<file path="src/rtl/hdmi_pkg.sv">
`default_nettype none
// ============================================================================
// Module      : hdmi_pkg
// Description : Shared HDMI/TMDS definitions: character width, the four TMDS
//               control tokens and the word-alignment FSM state encoding.
// Revision    : 1.0 - initial release
// ============================================================================
package hdmi_pkg;

    localparam int WORD_W = 10;

    localparam logic [WORD_W-1:0] CTL_TOKEN_00 = 10'h354;
    localparam logic [WORD_W-1:0] CTL_TOKEN_01 = 10'h0AB;
    localparam logic [WORD_W-1:0] CTL_TOKEN_10 = 10'h154;
    localparam logic [WORD_W-1:0] CTL_TOKEN_11 = 10'h2AB;

    typedef enum logic [0:0] {
        ST_SEARCH = 1'b0,
        ST_LOCKED = 1'b1
    } align_state_t;

endpackage
`default_nettype wire

</file>
<file path="src/rtl/tmds_token_det.sv">
`default_nettype none
// ============================================================================
// Module      : tmds_token_det
// Description : Combinational match of a 10-bit TMDS character against the
//               four control tokens.
// Revision    : 1.0 - initial release
// ============================================================================
module tmds_token_det
    import hdmi_pkg::*;
(
    input  logic [WORD_W-1:0] i_word,
    output logic              o_is_token
);

    assign o_is_token = (i_word == CTL_TOKEN_00) ||
                        (i_word == CTL_TOKEN_01) ||
                        (i_word == CTL_TOKEN_10) ||
                        (i_word == CTL_TOKEN_11);

endmodule
`default_nettype wire

</file>
<file path="src/rtl/ser_to_par.sv">
`default_nettype none
// ============================================================================
// Module      : ser_to_par
// Description : TMDS receive front end: 2-bit DDR samples to aligned 10-bit
//               characters, boundary found by control-token search.
//               Optional lock-loss counter: define SER_TO_PAR_LOSS_CNT_EN.
// Revision    : 1.0 - initial release
// ============================================================================
module ser_to_par
    import hdmi_pkg::*;
#(
    parameter int SEARCH_WORDS = 2048,
    parameter int LOCK_TOKENS  = 8,
    parameter int LOSS_WORDS   = 4096
) (
    input  logic              clk_5x,
    input  logic              sys_rst,
    input  logic              data_rise,
    input  logic              data_fall,
    output logic [WORD_W-1:0] par_data,
    output logic              par_valid,
    output logic              token_det,
    output logic              locked,
    output logic [3:0]        slip_pos,
    output logic [7:0]        lock_loss_cnt
);

    localparam int c_SR_W    = 2 * WORD_W;
    localparam int c_GAP_MAX = (SEARCH_WORDS > LOSS_WORDS) ? SEARCH_WORDS : LOSS_WORDS;
    localparam int c_GAP_W   = $clog2(c_GAP_MAX + 1);
    localparam int c_TOK_W   = $clog2(LOCK_TOKENS + 1);

    localparam logic [c_GAP_W-1:0] c_SEARCH_LAST = c_GAP_W'(SEARCH_WORDS - 1);
    localparam logic [c_GAP_W-1:0] c_LOSS_LAST   = c_GAP_W'(LOSS_WORDS - 1);
    localparam logic [c_TOK_W-1:0] c_TOK_LAST    = c_TOK_W'(LOCK_TOKENS - 1);
    localparam logic [3:0]         c_SLIP_MAX    = 4'd9;
    localparam logic [2:0]         c_PHASE_LAST  = 3'd4;

    logic [c_SR_W-1:0]  r_sr;
    logic [2:0]         r_phase;
    logic [WORD_W-1:0]  r_par_data;
    logic               r_par_valid;
    logic               r_token_det;

    align_state_t       r_state;
    align_state_t       w_state_nxt;
    logic [c_TOK_W-1:0] r_tok_cnt;
    logic [c_TOK_W-1:0] w_tok_cnt_nxt;
    logic [c_GAP_W-1:0] r_gap_cnt;
    logic [c_GAP_W-1:0] w_gap_cnt_nxt;
    logic [3:0]         r_slip_pos;
    logic [3:0]         w_slip_pos_nxt;
    logic [3:0]         w_slip_inc;

    logic [4:0]         w_sel;
    logic [WORD_W-1:0]  w_window;
    logic               w_window_is_token;

    // Oldest bit sits at sr[0]; slip_pos picks which of the ten bit offsets
    // is treated as the character boundary.
    assign w_sel    = {1'b0, r_slip_pos};
    assign w_window = r_sr[w_sel +: WORD_W];

    tmds_token_det u_token_det (
        .i_word     (w_window),
        .o_is_token (w_window_is_token)
    );

    always_ff @(posedge clk_5x) begin
        if (sys_rst) begin
            r_sr        <= '0;
            r_phase     <= '0;
            r_par_data  <= '0;
            r_par_valid <= 1'b0;
            r_token_det <= 1'b0;
        end else begin
            r_sr        <= {data_fall, data_rise, r_sr[c_SR_W-1:2]};
            r_par_valid <= (r_phase == c_PHASE_LAST);
            if (r_phase == c_PHASE_LAST) begin
                r_phase     <= '0;
                r_par_data  <= w_window;
                r_token_det <= w_window_is_token;
            end else begin
                r_phase <= r_phase + 3'd1;
            end
        end
    end

    assign w_slip_inc = (r_slip_pos == c_SLIP_MAX) ? 4'd0 : r_slip_pos + 4'd1;

    always_ff @(posedge clk_5x) begin
        if (sys_rst) begin
            r_state    <= ST_SEARCH;
            r_tok_cnt  <= '0;
            r_gap_cnt  <= '0;
            r_slip_pos <= '0;
        end else begin
            r_state    <= w_state_nxt;
            r_tok_cnt  <= w_tok_cnt_nxt;
            r_gap_cnt  <= w_gap_cnt_nxt;
            r_slip_pos <= w_slip_pos_nxt;
        end
    end

    // Alignment FSM advances once per delivered word.
    always_comb begin
        w_state_nxt    = r_state;
        w_tok_cnt_nxt  = r_tok_cnt;
        w_gap_cnt_nxt  = r_gap_cnt;
        w_slip_pos_nxt = r_slip_pos;
        if (r_par_valid) begin
            case (r_state)
                ST_SEARCH: begin
                    if (r_token_det) begin
                        w_gap_cnt_nxt = '0;
                        if (r_tok_cnt == c_TOK_LAST) begin
                            w_tok_cnt_nxt = '0;
                            w_state_nxt   = ST_LOCKED;
                        end else begin
                            w_tok_cnt_nxt = r_tok_cnt + 1'b1;
                        end
                    end else begin
                        w_tok_cnt_nxt = '0;
                        if (r_gap_cnt == c_SEARCH_LAST) begin
                            w_gap_cnt_nxt  = '0;
                            w_slip_pos_nxt = w_slip_inc;
                        end else begin
                            w_gap_cnt_nxt = r_gap_cnt + 1'b1;
                        end
                    end
                end
                ST_LOCKED: begin
                    if (r_token_det) begin
                        w_gap_cnt_nxt = '0;
                    end else if (r_gap_cnt == c_LOSS_LAST) begin
                        w_state_nxt    = ST_SEARCH;
                        w_slip_pos_nxt = w_slip_inc;
                        w_tok_cnt_nxt  = '0;
                        w_gap_cnt_nxt  = '0;
                    end else begin
                        w_gap_cnt_nxt = r_gap_cnt + 1'b1;
                    end
                end
                default: begin
                    w_state_nxt = ST_SEARCH;
                end
            endcase
        end
    end

`ifdef SER_TO_PAR_LOSS_CNT_EN
    logic       w_lock_drop;
    logic [7:0] r_lock_loss_cnt;

    assign w_lock_drop = r_par_valid && (r_state == ST_LOCKED) &&
                         !r_token_det && (r_gap_cnt == c_LOSS_LAST);

    always_ff @(posedge clk_5x) begin
        if (sys_rst) begin
            r_lock_loss_cnt <= '0;
        end else if (w_lock_drop && (r_lock_loss_cnt != 8'hFF)) begin
            r_lock_loss_cnt <= r_lock_loss_cnt + 8'd1;
        end
    end

    assign lock_loss_cnt = r_lock_loss_cnt;
`else
    assign lock_loss_cnt = 8'd0;
`endif

    assign par_data  = r_par_data;
    assign par_valid = r_par_valid;
    assign token_det = r_token_det;
    assign locked    = (r_state == ST_LOCKED);
    assign slip_pos  = r_slip_pos;

endmodule
`default_nettype wire
</file>
<file path="config.mk">
export PLATFORM = sky130hd
export DESIGN_NAME = ser_to_par
export DESIGN_NICKNAME = d
export VERILOG_FILES = /design/src/rtl/hdmi_pkg.sv /design/src/rtl/tmds_token_det.sv /design/src/rtl/ser_to_par.sv
export SDC_FILE = /design/constraint.sdc
export NUM_CORES = 1
export LEC_CHECK = 0
export CELL_PAD_IN_SITES_DETAIL_PLACEMENT = 0
export CELL_PAD_IN_SITES_GLOBAL_PLACEMENT = 1
export CORE_MARGIN = 5
export CORE_UTILIZATION = 45
export DETAILED_ROUTE_END_ITERATION = 10
export MAX_ROUTING_LAYER = met4
export PLACE_DENSITY_LB_ADDON = 0.1
export SLEW_MARGIN = 20
export SYNTH_ARGS = -nofsm -noshare
export SYNTH_HDL_FRONTEND = slang
export SYNTH_SLANG_ARGS = --single-unit
</file>
<file path="constraint.sdc">
create_clock -name clk_5x -period 2.65 [get_ports clk_5x]
set_input_delay 0.795 -clock clk_5x [delete_from_list [all_inputs] [get_ports clk_5x]]
set_output_delay 0.795 -clock clk_5x [all_outputs]
set_load 0.02 [all_outputs]
</file>
==> impl_results.md, run 1 <==
- Pin count of the biggest net entering global routing: 31
- Buffers inserted by post-CTS timing repair: 0
- Net count, final: between 300 and 400
- Compound-gate portion of the synthesized area: 0.0822
- Dominant cell by count in the synthesized netlist: dfxtp_1
- Post-synth top area share: 0.369
- Clock-pin slew reported for the worst setup and hold paths after clock tree synthesis: 0.06 ns
- Clock latency reported for the late side of the worst-skew pair: between 0.3 and 0.4 ns
- Die outline height: 92.9 microns
- Share of the yosys chip area belonging to registers: 0.369
- Routed wire length on met3: between 200 and 250 microns
- Initial Utilization: 0.460
- DRT iter0 DRCs: 86
- Sum of net half-perimeters after detailed placement: 4.60 mm
- Top routing layer in use: met4
- Share of final-layout standard cells stronger than drive strength 1: 0.133
- Top cells by instance count after synthesis: dfxtp_1 (57), nor2_1 (28), nor2b_1 (23)
- Post-synthesis cell count: just over 300
- Number of unique standard cell types used by synthesis: a little over 50
- Number of CTS-inserted buffers: 9
- Peak Freq: around 390 MHz
- Core area: 0.00672 sq mm
- Leak: about 1.3 nW
- Prevailing post-synth register cell: dfxtp_1
- Endpoint required time on the critical path: 1.86 ns
- Average footprint of a synthesized cell: about 10 sq um
- Synth Area in Simple Gates: 0.189
- Cell family with most CP delay: buffers and inverters
- Detailed-routing wirelength on met1: 3.18 mm
- Area added between synthesis and finish: 14.1%
- IO Port Bufs: 20
- Power density over cell area: about 490 mW/mm^2
- Via count of the first global-routing pass: ~2.2k
- Maximum root-to-sink buffer count: 2
- Post-Route WL: roughly 6.4 mm
- Post-route standard cell area excluding fillers: 0.00353 sq mm
- Startpoint type of the worst setup path: flip-flop
- Number of slew-limit violations in the final report: 0
- Die outline width: just over 90 microns
- Setup repair after global routing missed its margin: false
- GPL Wtd Cong: around 0.83
- Clk sink count: 57
- Final antenna-violating net count: 0
- Peak VDD IR: around 360 uV
- Maxcap violations: 0
- Headroom to the max-slew limit: 0.347
- Cells along the critical path: buf_4 > clkdlybuf4s50_1
- Post-DP Area: roughly 0.0033 sq mm
- Routed length on met2: about 2.9 mm
- Main combinational cell family by area after synthesis: multiplexers
- Via density per instance: about 5.5
- Number of design rule violations left after detail routing: 0
- Actual slew at the worst max-slew pin: 0.980 ns
- Portion of netlist area occupied by mux cells: 0.226
- Post-synth EDFFs: 0
- I/O pins: 29
- Status: complete, no violations
- Path type of the worst setup path: flip-flop to primary output
- Clock Tree Root: clkbuf_8
- First drt pass iteration count: 4
- Global-route wire length before repair: roughly 11 mm
- CP endpoint kind: primary output
- Number of synthesis warnings: 0
- Number of setup violations in the final report: 0
- Adder-cell share of the synthesized area: 0.0162
- Post-Synthesis Cell Area: a little over 0.003 sq mm
- Antenna violations before repair: 0
- Share of async-settable or async-resettable flops after synthesis: 0
- Maximum net fanout on the critical path: 9
- Data arrival time of the critical path: approximately 1.8 ns
- Total negative setup slack: 0 ns
- H-Tree Depth: 3
- Area of the die: about 0.0086 sq mm
- Slowest library cell on the worst path: dfxtp_1
- TritonCTS clock tree: done
- Bufs and invs on worst path: 2
- Flops & latches, synth: 57
- Number of core rows: 30
- Leading area contributor after synthesis: dfxtp_1
- Post-route minimum period: ~2.6 ns
- WL/cell: 15.5 microns
- Total Routing Usage GR: 0.163
- Critical path's largest stage delay: a little over 0.6 ns
- Hold Path Class: flip-flop to flip-flop
- Vias: ~2.2k
- Antenna diodes: 0
- Endpoints failing hold: 0
- Top cells by area, synth: dfxtp_1 (37%), mux4_1 (9.4%), mux2i_1 (5.8%)
- Remaining Overflow, GRT: 0
- Final core utilization: 0.525
- Setup Skew: just under 0.007 ns
- Final cycle utilization of the critical path: 0.969
- Post-Synth XOR/XNOR Area: 0.0454
## stage by stage
step / power [mW] / hold WS, ns / instances / setup WS (ns)
CTS: 1.77 / 0.457 / 411 / 0.0399
finish: 1.74 / 0.450 / 411 / 0.0819
detailed placement: 0.963 / 0.443 / 396 / 0.167
global route: 1.82 / 0.489 / 411 / 0.0196
global placement: 0.962 / 0.437 / 396 / 0.185
floorplan: 0.949 / 0.459 / 310 / 0.449
## sequential cells by signal, indices dropped and copies added, names as in the netlist
signal,cells
par_data,10
locked,1
r_tok_cnt,4
r_sr,20
r_phase,3
par_valid,1
token_det,1
slip_pos,4
r_gap_cnt,13
## metal layers
metal | vias to the layer above | GRT usage
met1 | 1075 | 0.216
met4 | 0 | 0.0549
met3 | 6 | 0.0447
met5 | - | -
met2 | 42 | 0.241
li1 | 1121 | -
## area by class of cell
type	count	area (sq um)
Clock buffer	12	155
Clock inverter	3	40.0
Fill cell	624	3190
Inverter	9	33.8
Multi-Input combinational cell	217	1760
Sequential cell	57	1140
Tap cell	80	100
Timing Repair Buffer	33	298
## worst paths after layout
path	endpoint	startpoint	slack, ns	depth (start not counted)
min reg2reg	par_data[7]	par_data[7]	0.45	2
max	slip_pos[0]	slip_pos[0]	0.08	2
max reg2reg	token_det	slip_pos[0]	0.19	6
min	par_data[7]	par_data[7]	0.45	2
## power by group
part	internal, mW	leakage [nW]	switching [mW]
combinational	0.0238	0.751	0.0404
clock	0.477	0.102	0.321
sequential	0.868	0.461	0.0101
total	1.37	1.31	0.372
## cell usage in the layout, fill, tap and decap left out, types with 3 or more instances in the layout
| master | n |
|---|---|
| xor2_1 | 7 |
| nor2_1 | 28 |
| a21oi_1 | 6 |
| clkbuf_8 | 11 |
| mux4_2 | 8 |
| nand2_1 | 21 |
| nand4_1 | 6 |
| nand3_1 | 6 |
| mux2_2 | 3 |
| buf_4 | 13 |
| conb_1 | 8 |
| a31oi_1 | 3 |
| ha_1 | 4 |
| dfxtp_1 | 56 |
| nor2b_1 | 23 |
| a22o_1 | 5 |
| nand2b_1 | 5 |
| o21ai_0 | 7 |
| mux2i_1 | 18 |
| clkdlybuf4s50_1 | 20 |
| inv_1 | 8 |
| nor3_1 | 4 |
| xnor2_1 | 9 |
| mux4_1 | 11 |
| and2_1 | 3 |
## repair_timing
action / CTS / global route
hold buffers: 0 / 0
resized for setup: 0 / 1
setup endpoints to repair: 0 / 1
## cells by family after synthesis
family / Yosys count
adder cells (fa/ha/maj): 4
multiplexers: 41
buffers and inverters: 36
AND/OR/NAND/NOR: 111
AO/OA/AOI/OAI: 37
flip-flops: 57
other: 1
XOR/XNOR: 16
## worst min-delay path, delay by kind of cell (launching register included)
family	cells	cell delay, ns
flops	1	0.32
compound gates	1	0.05
simple gates	1	0.04
Note: power is estimated with default switching activity, not from simulation.
==> run 2: changes to the inputs <==
- CORE_UTILIZATION: 45 -> 48
- clock period: 2.65 -> 3.15 ns (I/O delays scaled with it)
==> impl_results.md, run 2 (synthesized netlist as in run 1, its figures left out) <==
- CP endpoint kind: primary output (unchanged)
- H-Tree Depth: 3 (unchanged)
- Layout fillers: 580 (was 624)
- Power density over cell area: 404 mW/mm^2 (was 494 mW/mm^2)
- Endpoint of the worst register-to-register path: token_det (unchanged)
- RR Startpoint: slip_pos[1] (was slip_pos[0])
- Number of slew-limit violations in the final report: 0 (unchanged)
- Actual slew at the worst max-slew pin: 0.964 ns (was 0.980 ns)
- Number of setup violations in the final report: 0 (unchanged)
- Top routing layer in use: met4 (unchanged)
- Routed length on met2: 2.61 mm (was 2.86 mm)
- Pin count of the biggest net entering global routing: 33 (was 31)
- Hold WS: 0.445 ns (was 0.450 ns)
- Core area: 0.00631 sq mm (was 0.00672 sq mm)
- DRT iter0 DRCs: 72 (was 86)
- Bufs and invs on worst path: 1 (was 2)
- Buffers inserted by post-CTS timing repair: 0 (unchanged)
- Final worst slack: 0.265 ns (was 0.0819 ns)
- Cells along the critical path: clkdlybuf4s50_1 (was buf_4 > clkdlybuf4s50_1)
- GPL Wtd Cong: 0.821 (was 0.828)
- Cell family with most CP delay: flip-flops (was buffers and inverters)
- Routed wire length on met3: 289 microns (was 245 microns)
- Register-to-Register Path Depth: 7 (was 6)
- Count of hold-fix buffers inserted at cts: 0 (unchanged)
- Post-route minimum period: just under 3 ns
- Endpoints failing hold: 0 (unchanged)
- Flip-flop count of the largest register, all copies and words added: 20 (unchanged)
- Post-Place Cells: 388 (was 396)
- Sum of net half-perimeters after detailed placement: 4.35 mm (was 4.60 mm)
- Capture point of the worst path: slip_pos[3] (was slip_pos[0])
- Worst path depth: 1 (was 2)
- Total Routing Usage GR: 0.166 (was 0.163)
- Largest register by flop count: r_sr (unchanged)
- Final cycle utilization of the critical path: 0.916
- Via count of the first global-routing pass: 2152 (was 2184)
- Remaining Overflow, GRT: 0 (unchanged)
- TritonCTS clock tree: done (unchanged)
- Die outline height: 90.2 microns (was 92.9 microns)
- Most frequent standard cell in the layout excluding fill and tap cells: dfxtp_1 (unchanged)
- I/O pins: 29 (unchanged)
- Slowest library cell on the worst path: dfxtp_1 (unchanged)
- Area of the die: 0.00814 sq mm (was 0.00862 sq mm)
- Critical path's largest stage delay: 0.85 ns (was 0.62 ns)
- Clock-pin slew reported for the worst setup and hold paths after clock tree synthesis: 0.06 ns (about the same)
- Start point of the worst min-delay path: par_data[2] (was par_data[7])
- Clock latency reported for the late side of the worst-skew pair: 0.34 ns (was 0.33 ns)
- Number of resized instances in the post-cts repair step: 0 (unchanged)
- Maxcap violations: 0 (unchanged)
- Post-Route WL: 6.13 mm (was 6.35 mm)
- Number of core rows: 29 (was 30)
- Setup repair after global routing missed its margin: false (unchanged)
- First drt pass iteration count: 4 (unchanged)
- Total negative setup slack: 0 ns (unchanged)
- Vias: 2208 (was 2244)
- Area of the multi-input gates: 0.00176 sq mm (unchanged)
- Number of CTS-inserted buffers: 9 (unchanged)
- Detailed-routing wirelength on met1: 3.14 mm (was 3.18 mm)
- Clk sink count: 57 (unchanged)
- Startpoint type of the worst setup path: flip-flop (unchanged)
- Endpoint required time on the critical path: 2.20 ns (was 1.86 ns)
- Global-route wire length before repair: 10.6 mm (was 10.8 mm)
- Peak Freq: roughly 350 MHz
- Most used cells in the layout excluding fill and tap cells: dfxtp_1 (57), nor2_1 (28), nor2b_1 (23) (was dfxtp_1 (56), nor2_1 (28), nor2b_1 (23))
- Maximum net fanout on the critical path: 21 (was 9)
- Peak VDD IR: 245 uV (was 359 uV)
- IO Port Bufs: 20 (unchanged)
- Hold Path Class: flip-flop to flip-flop (unchanged)
- Data arrival time of the critical path: 1.94 ns (was 1.77 ns)
- Sequential cell area: 0.00114 sq mm (about the same)
- WL/cell: 15.2 microns (was 15.5 microns)
- Headroom to the max-slew limit: 0.357 (was 0.347)
- Die outline width: 90.2 microns (was 92.9 microns)
- Post-route non-filler standard cell count: 404 (was 411)
- Status: complete, no violations (unchanged)
- Reg2Reg Setup Slack: 0.57 ns (was 0.19 ns)
- Path type of the worst setup path: flip-flop to primary output (unchanged)
- Area added between synthesis and finish: 12.1% (was 14.1%)
- Final core utilization: 0.548 (was 0.525)
- Leak: 1.28 nW (was 1.31 nW)
- Antenna diodes: 0 (unchanged)
- Final antenna-violating net count: 0 (unchanged)
- Clock Tree Root: clkbuf_8 (unchanged)
- Antenna violations before repair: 0 (unchanged)
- Pre-CTS setup slack: 0.418 ns (was 0.167 ns)
- Number of design rule violations left after detail routing: 0 (unchanged)
- Share of final-layout standard cells stronger than drive strength 1: 0.116 (was 0.133)
- Setup Skew: 0.00554 ns (was 0.00673 ns)
- Maximum root-to-sink buffer count: 2 (unchanged)
- Initial Utilization: 0.489 (was 0.460)
- Net count, final: 330 (was 335)
- Via density per instance: 5.47 (was 5.46)
- Worst Setup SP: slip_pos[3] (was slip_pos[0])
run 2: cell count changes in the layout (fill, tap and decap cells not counted), sizes merged:
cell,before,now
buf,13,8
clkbuf,12,13
clkinv,3,4
bufinv,1,0
run 2: final cells by class:
class                   count  area share
repair buffers             28      0.0752
clock inverters             3     0.00434
clock buffers              13      0.0459
inverters                   9     0.00976
well taps                  77      0.0278
flip-flops and latches     57       0.330
multi-input cells         217       0.507
run 2: metrics by stage:
stage | power [mW] | area [sq um]
floorplan | 0.799 | 3120
global placement | 0.807 | 3290
detailed placement | 0.808 | 3290
CTS | 1.42 | 3460
global route | 1.46 | 3460
finish | 1.40 | 3460
run 2: how the worst min path moves through the flow:
stage / endpoint / slack, ns / depth (start not counted)
2_1_floorplan: r_tok_cnt[0] / 0.46 / 1
3_3_place_gp: par_data[0] / 0.44 / 1
3_5_place_dp: par_data[2] / 0.44 / 2
4_1_cts: par_data[2] / 0.45 / 2
5_1_grt: par_data[2] / 0.45 / 2
6_report: par_data[2] / 0.44 / 2
run 2: routing by layer:
| metal | vias to the layer above | GRT usage |
|---|---|---|
| met5 | - | - |
| met4 | 0 | 0.0881 |
| met3 | 9 | 0.0309 |
| met2 | 48 | 0.227 |
| met1 | 1039 | 0.230 |
| li1 | 1112 | - |
run 2: report_power, final:
group          total [mW]  switching, mW  internal [mW]  leakage (nW)
sequential          0.739        0.00850          0.730         0.461
combinational      0.0529         0.0337         0.0192         0.724
clock               0.606          0.281          0.324        0.0932
total                1.40          0.323           1.07          1.28
